[src/rtl/load_align_pkg.sv]
// Shared types and helpers for the load alignment unit: FSM states, RISC-V
// load funct3 encodings and access-size decode.
package load_align_pkg;

    typedef enum logic [2:0] {
        IDLE  = 3'd0,
        REQ   = 3'd1,
        WAIT  = 3'd2,
        RESP  = 3'd3,
        DRAIN = 3'd4
    } state_e;

    localparam logic [2:0] LB  = 3'b000;
    localparam logic [2:0] LH  = 3'b001;
    localparam logic [2:0] LW  = 3'b010;
    localparam logic [2:0] LD  = 3'b011;
    localparam logic [2:0] LBU = 3'b100;
    localparam logic [2:0] LHU = 3'b101;
    localparam logic [2:0] LWU = 3'b110;

    // Access size in bytes (1, 2, 4 or 8) from the low two funct3 bits.
    function automatic logic [3:0] size_from_funct3(input logic [2:0] funct3);
        logic [3:0] size;
        case (funct3[1:0])
            2'b00:   size = 4'd1;
            2'b01:   size = 4'd2;
            2'b10:   size = 4'd4;
            2'b11:   size = 4'd8;
            default: size = 4'd1;
        endcase
        return size;
    endfunction

endpackage

[src/rtl/load_extract.sv]
// Combinational byte selection and sign/zero extension of a load result out of
// the two-beat window {beat2, beat1}.
module load_extract
    import load_align_pkg::*;
#(
    parameter int XLEN = 32
) (
    input  logic [2*XLEN-1:0]          data,
    input  logic [$clog2(XLEN/8)-1:0]  offset,
    input  logic [2:0]                 funct3,
    output logic [XLEN-1:0]            result
);

    logic [XLEN-1:0] low_s;
    logic [XLEN-1:0] mask_s;
    logic            sign_s;

    // Shift the addressed byte down to bit 0, then keep the access width and fill above it.
    always_comb begin
        low_s  = XLEN'(data >> {offset, 3'b000});
        mask_s = '1;
        sign_s = 1'b0;
        case (funct3[1:0])
            2'b00: begin
                mask_s = XLEN'(8'hFF);
                sign_s = low_s[7];
            end
            2'b01: begin
                mask_s = XLEN'(16'hFFFF);
                sign_s = low_s[15];
            end
            2'b10: begin
                mask_s = XLEN'(32'hFFFF_FFFF);
                sign_s = low_s[31];
            end
            default: begin
                mask_s = '1;
                sign_s = low_s[XLEN-1];
            end
        endcase
        result = (low_s & mask_s) | ({XLEN{sign_s & ~funct3[2]}} & ~mask_s);
    end

endmodule

[src/rtl/load_align_unit.sv]
// Load alignment unit: turns a byte-addressed RISC-V load into one or two
// aligned memory beats and returns the extracted, extended result.
module load_align_unit
    import load_align_pkg::*;
#(
    parameter int XLEN             = 32,
    parameter int ALLOW_MISALIGNED = 1
) (
    input  logic            clk,
    input  logic            rst_n,
    input  logic            req_valid_i,
    output logic            req_ready_o,
    input  logic [XLEN-1:0] req_addr_i,
    input  logic [2:0]      req_funct3_i,
    input  logic            flush_i,
    output logic            mem_req_o,
    output logic [XLEN-1:0] mem_addr_o,
    input  logic            mem_gnt_i,
    input  logic            mem_rvalid_i,
    input  logic [XLEN-1:0] mem_rdata_i,
    output logic            rsp_valid_o,
    output logic [XLEN-1:0] rsp_data_o,
    output logic            rsp_exc_o
);

    localparam int BYTES = XLEN / 8;
    localparam int OFFW  = $clog2(BYTES);

    state_e            state_r;
    logic              ready_r;
    logic              mem_req_r;
    logic              rsp_valid_r;
    logic              rsp_exc_r;
    logic [XLEN-1:0]   mem_addr_r;
    logic [XLEN-1:0]   beat1_r;
    logic [XLEN-1:0]   rsp_data_r;
    logic [OFFW-1:0]   offset_r;
    logic [2:0]        funct3_r;
    logic              two_beat_r;
    logic              second_r;

    logic [OFFW-1:0]   req_off_s;
    logic [3:0]        size_s;
    logic              misaligned_s;
    logic              illegal_s;
    logic              two_beat_s;
    logic [2*XLEN-1:0] merge_s;
    logic [XLEN-1:0]   extract_s;

    // Classify the incoming request: legality, alignment and beat count.
    always_comb begin
        req_off_s    = req_addr_i[OFFW-1:0];
        size_s       = size_from_funct3(req_funct3_i);
        misaligned_s = (req_addr_i[2:0] & 3'(size_s - 4'd1)) != 3'd0;
        illegal_s    = (req_funct3_i == 3'b111)
                     || ((XLEN == 32) && ((req_funct3_i == LD) || (req_funct3_i == LWU)))
                     || ((ALLOW_MISALIGNED == 0) && misaligned_s);
        two_beat_s   = (5'(req_off_s) + 5'(size_s)) > 5'(BYTES);
    end

    // Build the extraction window; single-beat loads only look at the current beat.
    always_comb begin
        if (two_beat_r) begin
            merge_s = {mem_rdata_i, beat1_r};
        end else begin
            merge_s = {{XLEN{1'b0}}, mem_rdata_i};
        end
    end

    load_extract #(
        .XLEN (XLEN)
    ) u_extract (
        .data   (merge_s),
        .offset (offset_r),
        .funct3 (funct3_r),
        .result (extract_s)
    );

    // Control FSM with registered handshake and response outputs.
    always_ff @(posedge clk or negedge rst_n) begin
        if (!rst_n) begin
            state_r     <= IDLE;
            ready_r     <= 1'b1;
            mem_req_r   <= 1'b0;
            rsp_valid_r <= 1'b0;
            rsp_exc_r   <= 1'b0;
            mem_addr_r  <= '0;
            beat1_r     <= '0;
            rsp_data_r  <= '0;
            offset_r    <= '0;
            funct3_r    <= 3'b000;
            two_beat_r  <= 1'b0;
            second_r    <= 1'b0;
        end else begin
            case (state_r)
                IDLE: begin
                    if (req_valid_i) begin
                        ready_r <= 1'b0;
                        if (illegal_s) begin
                            state_r     <= RESP;
                            rsp_valid_r <= 1'b1;
                            rsp_exc_r   <= 1'b1;
                            rsp_data_r  <= '0;
                        end else begin
                            state_r    <= REQ;
                            mem_req_r  <= 1'b1;
                            mem_addr_r <= req_addr_i & ~XLEN'(BYTES - 1);
                            offset_r   <= req_off_s;
                            funct3_r   <= req_funct3_i;
                            two_beat_r <= two_beat_s;
                            second_r   <= 1'b0;
                        end
                    end
                end
                REQ: begin
                    if (flush_i) begin
                        state_r   <= IDLE;
                        mem_req_r <= 1'b0;
                        ready_r   <= 1'b1;
                    end else if (mem_gnt_i) begin
                        state_r   <= WAIT;
                        mem_req_r <= 1'b0;
                    end
                end
                WAIT: begin
                    // A flush coinciding with the data beat has nothing left to drain.
                    if (flush_i && mem_rvalid_i) begin
                        state_r <= IDLE;
                        ready_r <= 1'b1;
                    end else if (flush_i) begin
                        state_r <= DRAIN;
                    end else if (mem_rvalid_i) begin
                        if (two_beat_r && !second_r) begin
                            beat1_r    <= mem_rdata_i;
                            second_r   <= 1'b1;
                            mem_addr_r <= mem_addr_r + XLEN'(BYTES);
                            mem_req_r  <= 1'b1;
                            state_r    <= REQ;
                        end else begin
                            rsp_data_r  <= extract_s;
                            rsp_exc_r   <= 1'b0;
                            rsp_valid_r <= 1'b1;
                            state_r     <= RESP;
                        end
                    end
                end
                DRAIN: begin
                    if (mem_rvalid_i) begin
                        state_r <= IDLE;
                        ready_r <= 1'b1;
                    end
                end
                RESP: begin
                    state_r     <= IDLE;
                    rsp_valid_r <= 1'b0;
                    ready_r     <= 1'b1;
                end
                default: begin
                    state_r     <= IDLE;
                    mem_req_r   <= 1'b0;
                    rsp_valid_r <= 1'b0;
                    ready_r     <= 1'b1;
                end
            endcase
        end
    end

    assign req_ready_o = ready_r;
    assign mem_req_o   = mem_req_r;
    assign mem_addr_o  = mem_addr_r;
    // A flush in RESP suppresses the pending response.
    assign rsp_valid_o = rsp_valid_r & ~flush_i;
    assign rsp_data_o  = rsp_data_r;
    assign rsp_exc_o   = rsp_exc_r;

endmodule

[config.mk]
export PLATFORM = sky130hd
export DESIGN_NAME = load_align_unit
export DESIGN_NICKNAME = d
export VERILOG_FILES = /design/src/rtl/load_align_pkg.sv /design/src/rtl/load_extract.sv /design/src/rtl/load_align_unit.sv
export SDC_FILE = /design/constraint.sdc
export NUM_CORES = 1
export LEC_CHECK = 0
export ABC_AREA = 1
export CAP_MARGIN = 20
export CORE_MARGIN = 2
export CORE_UTILIZATION = 30
export DETAILED_ROUTE_END_ITERATION = 10
export PLACE_DENSITY = 0.55
export SLEW_MARGIN = 30
export SYNTH_ARGS = -nofsm -noshare
export SYNTH_HDL_FRONTEND = slang
export SYNTH_SLANG_ARGS = --single-unit
[constraint.sdc]
create_clock -name clk -period 1.8 [get_ports clk]
set_input_delay 0.27 -clock clk [delete_from_list [all_inputs] [get_ports clk]]
set_output_delay 0.27 -clock clk [all_outputs]
set_load 0.01 [all_outputs]
==> Word-level counts from Yosys, hierarchy flattened <==
Index checks and enable logic that the tools add are counted.
W data, S select, Z words.
{ "word_totals": {"ff_bits": 110, "inputBits": 73, "out_inout_bits": 68, "elab_cells": 128} }
{ "classes": {"magnitude_cmp": 1, "n_shift": 1, "n_addsub": 2, "n_eq_ne": 24, "muxes": 57, "bitwise": 12, "reduce_logical": 19} }
{ "op_table": {"columns": ["op", "n"], "rows": [
  ["$mux W32", 12],
  ["$pmux W32 S2", 3],
  ["$and A32 B32 Y32", 2],
  ["$mux W64", 1],
  ["$shr A64 B5 Y32", 1],
  ["$add A32 B3 Y32 const B", 1],
  ["$not A32 Y32", 1],
  ["$or A32 B32 Y32", 1],
  ["$mux W1", 24],
  ["$ne A2 B2 Y1 const B", 11],
  ["$mux W3", 7],
  ["$reduce_and A7 Y1", 3],
  ["$pmux W4 S4", 1],
  ["$pmux W3 S4", 1],
  ["$eq A3 B2 Y1 const B", 3],
  ["$eq A3 B3 Y1 const B", 3],
  ["$pmux W1 S4", 2],
  ["$reduce_and A4 Y1", 2],
  ["$reduce_and A8 Y1", 1],
  ["$not A1 Y1", 6],
  ["$pmux W1 S2", 3],
  ["$add A2 B4 Y5", 1],
  ["$gt A5 B3 Y1 const B", 1],
  ["$reduce_and A5 Y1", 1],
  ["other kinds (16)", 24]
]} }

==> Longest topological paths before layout <==
{ "depth": {"ltp_word": 11, "depth_mapped": 13, "ltp_nobuf": 11} }

==> Hierarchy <==
A second synthesis with hierarchy kept.
{ "unflattened": {"cells_unflattened": 1156, "area_unflattened_um2": 7226.9} }
{ "by_module_without_submodules": {"columns": ["module", "area_each_um2", "seq_area_each_um2", "cells_each", "n_inst"], "rows": [
  ["load_align_unit", 6177.2, 2703.8, 928, 1],
  ["load_extract", 1049.8, 0.0, 228, 1]
]} }

==> Worst setup path after synthesis <==
No wires, ideal clock.
{ "synth_path": {"path_kind": "register to register", "start": "reg state_r[2]", "end": "reg mem_addr_r[3], in the netlist mem_addr_o[3]", "setup_ns": 0.119, "setup_slack_ns": 0.150, "synth_period_minus_slack_ns": 1.650, "t_arrival_ns": 1.531, "t_required_ns": 1.681, "path_stages_with_launch": 12, "n_path_buf": 2, "path_cell_list": "dfrtp_1 -> nor2_2 -> nand2_4 -> inv_2 -> nand2_2 -> nand2_2 -> nor2_2 -> nand2_1 -> buf_4 -> buf_2 -> a21oi_1 -> o21a_1"} }
{ "synth_between": {"elab_chain_len": 3, "word_cells_on_any_way": 11, "classes_between": "eq/ne: 7; mux: 1; reduce/logical: 3"} }
{ "synth_rtl": {"columns": ["item", "line_no", "source"], "rows": [
  ["from (decl)", "load_align_unit.sv:29", "state_e state_r;"],
  ["from (signal assigned)", "load_align_unit.sv:82", "state_r <= IDLE;"],
  ["from (signal assigned)", "load_align_unit.sv:100", "state_r <= RESP;"],
  ["from (signal assigned)", "load_align_unit.sv:105", "state_r <= REQ;"],
  ["$eq A3 B2 Y1 / $logic_not A3 Y1 (equally long branches)", "load_align_unit.sv:95", "case (state_r)"],
  ["$ne A2 B2 Y1 (no line) / $reduce_bool A2 Y1 (equally long branches)", null, null],
  ["$reduce_and A7 Y1 (no line)", null, null],
  ["to (signal assigned)", "load_align_unit.sv:107", "mem_addr_r <= req_addr_i & ~XLEN'(BYTES - 1);"],
  ["to (signal assigned)", "load_align_unit.sv:136", "mem_addr_r <= mem_addr_r + XLEN'(BYTES);"],
  ["to (decl)", "load_align_unit.sv:34", "logic [XLEN-1:0] mem_addr_r;"]
]} }
Parallel ways exist; a longest one is shown, timed or not.
A chain may end at the register's enable or synchronous reset.

==> Worst setup path after layout <==
{ "layout_path": {"start": "reg two_beat_r", "end": "reg mem_addr_r[3], in the netlist mem_addr_o[3]"} }
{ "layout_between": {"elab_chain_len": 3} }
{ "layout_rtl": {"columns": ["item", "line_no", "source"], "rows": [
  ["from (decl)", "load_align_unit.sv:39", "logic two_beat_r;"],
  ["from (signal assigned)", "load_align_unit.sv:110", "two_beat_r <= two_beat_s;"],
  ["$logic_and A1 B1 Y1", "load_align_unit.sv:133", "if (two_beat_r && !second_r) begin"],
  ["$ne A2 B2 Y1 (no line)", null, null],
  ["$reduce_and A7 Y1 (no line)", null, null]
]} }
Every way passes these cells.

==> impl_metrics.toml <==
[run_status]
status = "complete, no violations"

[synthesis]
synth_area_leaders = "dfrtp_1, nand2_1, nor2_1"
postSynthAreaPerCell_um2 = 6.466
netlist_instances = 1061
synth-seq-cells = 108
ys_seq_area_share_pct = 39.41
synth_largest_area_cell = "dfrtp_1"
synth_top_area_share_pct = 39.03
ys.warnings.count = 0
yosysUniqueCellTypes = 36
synthesis.area_mm2 = 0.006860

[global_routing]
antenna_found_initial = 1
grt_max_degree = 49
grt_pass1_vias = 7265
grt_pass1_wl_um = 37090
grt.overflow.total = 0
grt_usage_pct = 19.37

[floorplan]
core_area_mm2 = 0.02257
dieArea_mm2 = 0.02409
floorplan.initialDensity_pct = 30.39
dieWidth_um = 155.2
num_rows = 55
die_h_um = 155.2
io_pins = 141

[finish]
fillers = 2321
drive_gt1_share_pct = 13.43
area_delta_synth_final_pct = 42.50
seq_area_mm2 = 0.002709
finalNetCount = 1324
antennaDiodeCount = 0
final_cell_mix = "nand2_1, clkdlybuf4s50_1, nor2_1, dfrtp_1, nand3_1"
fin_util_pct = 43.31
layout_commonest_cell = "nand2_1"
final_area_mm2 = 0.009776
multi_input_area_mm2 = 0.003854

[setup_path]
setup.worst_path.start = "two_beat_r"
critical_path_class = "reg -> reg"
worstPathMaxFanout = 9
timing.rr.start = "two_beat_r"
arrival_ps = 2030
worst_setup_path_end_kind = "flop"
reg2reg_depth = 9
reg2reg_slack_ps = 20
r2r-end = "mem_addr_o[3]"
cp-start-kind = "flop"
worstPathRequired_ps = 2050

[cts]
worstSkewPairLatency_ps = 360
cts_sinks = 108
cts_htree_levels = 3
cts_tree = "built"
cts_buffers = 9
cts.clk_slew.worst_paths_ps = 70
cts_root_buf = "clkbuf_16"
clk_path_buf_depth = 2

[sta]
rsz0062_at_grt = "yes"
fmax_mhz = 561.5
setup_viol = 0
setup_tns_ps = 0
finalClockSkew_ps = 15.50
final_hold_viol_count = 0
slew_viol_final = 0
period_needed_ps = 1781
fin_crit_sh_pct = 98.94
holdWs_ps = 314.6

[drt]
drt-pass1-iter-count = 5
post_drt_wl_per_cell_um = 15.52
initialDrtViolationCount = 364
ant_nets = 0
vias_per_cell = 4.837
drc = 0
wl_um = 23840
vias = 7430

[power]
ir_drop_v = 0.0007157
seqPwrFrac_pct = 26.8
power.density_mw_per_mm2 = 1713
swShare_pct = 45.25
finalPower_w = 0.01674
clockPowerShare_pct = 13.9
p_switching_w = 0.007576
cellInternalPower_w = 0.009167
power_frac_comb_pct = 59.3
cellLeakagePower_nw = 4.639

[worst_hold_path]
holdCritPathClass = "in -> async"

[job]
cap_violations = 0

[placed_design]
io_buffers = 138
gp_congestion = 0.8875
dpl_cell_area_mm2 = 0.009040
hpwl_um = 17500
-- flip-flops by register name, indices dropped and copies added (netlist names) --
name and flops:
state_r 3, rsp_data_o 32, mem_addr_o 30, mem_req_o 1, beat1_r 32, funct3_r 3
req_ready_o 1, offset_r 2, two_beat_r 1, second_r 1, rsp_exc_o 1, rsp_valid_r 1
-- layout make-up --
cell class              count  share of cell area, %
inverters                  70                  2.841
flip-flops and latches    108                  27.71
clock inverters             5                  1.101
multi-input cells         832                  39.42
repair buffers            226                  22.94
clock buffers              10                  2.342
well taps                 285                  3.648
-- how the worst max path moves through the flow --
stage,endpoint
after floorplan,mem_addr_o[3]
after global placement,two_beat_r
after detailed placement,mem_addr_o[3]
after CTS,rsp_data_o[8]
after global routing,mem_addr_o[3]
final,mem_addr_o[3]
-- repair_timing --
item                                   in CTS  in global routing
endpoints found under the hold margin       9                  0
cloned                                      0                  5
gates resized for setup                    11                 74
hold buffers                                1                  0
pin swaps                                   0                  4
setup endpoints to repair                  45                102
setup buffers                               1                  4
-- cells by family after synthesis --
kind of cell | Yosys count | share of synthesized area (%)
other cells | 1 | 0.05466
compound gates | 137 | 10.67
flops | 108 | 39.41
simple gates | 681 | 40.53
fa+ha+maj | 4 | 0.8390
xor+xnor | 8 | 1.021
buf+inv | 122 | 7.478
-- cells in the mapped netlist (all sizes together) --
cell type and instances:
xor2 5, nand3 91, ha 3, nor2 137, clkinv 2, o21a 2
a21oi 25, o21ai 92, a211o 1, o22ai 1, dfrtp 107, or2 8
nand2 415, o211ai 11, nand4 6, nand3b 7, a22oi 1, conb 1
nor3 14, buf 35, o31ai 1, xnor2 3, fa 1, inv 68
and2 2, nor3b 1, a31oi 3, dfstp 1, clkbuf 17
-- stage by stage --
step	instances	setup WS, ps
global placement	1510	-235.9
detailed placement	1510	-240.7
finish	1536	19.11
floorplan	1062	149.8
CTS	1527	-3.436
global route	1536	-68.44
-- critical path, cell delays in order (launching register included) --
cell,delay (ps)
dfrtp_2,430
clkinv_4,110
nor2_2,190
nor2_1,110
nor2_4,150
nand2_4,80
nor2_4,180
inv_4,90
buf_4,180
o21a_1,170
-- power groups by stage --
stage	Sequential, W	Clock [W]	Combinational (W)
final	0.00449	0.00233	0.00992
after CTS	0.00444	0.00238	0.00927
after global placement	0.00446	0	0.00909
after detailed placement	0.00445	0	0.00916
after global routing	0.00464	0.00248	0.0111
after floorplan	0.00443	0	0.00506
-- per-layer routing --
layer	track usage (%)	vias up	wire (um)
met4	5.767	2	575
li1	-	3748	-
met5	0	-	13
met3	3.565	37	1082
met1	25.12	3452	10810
met2	32.99	191	11350
Note: power is estimated with default switching activity, not from simulation.
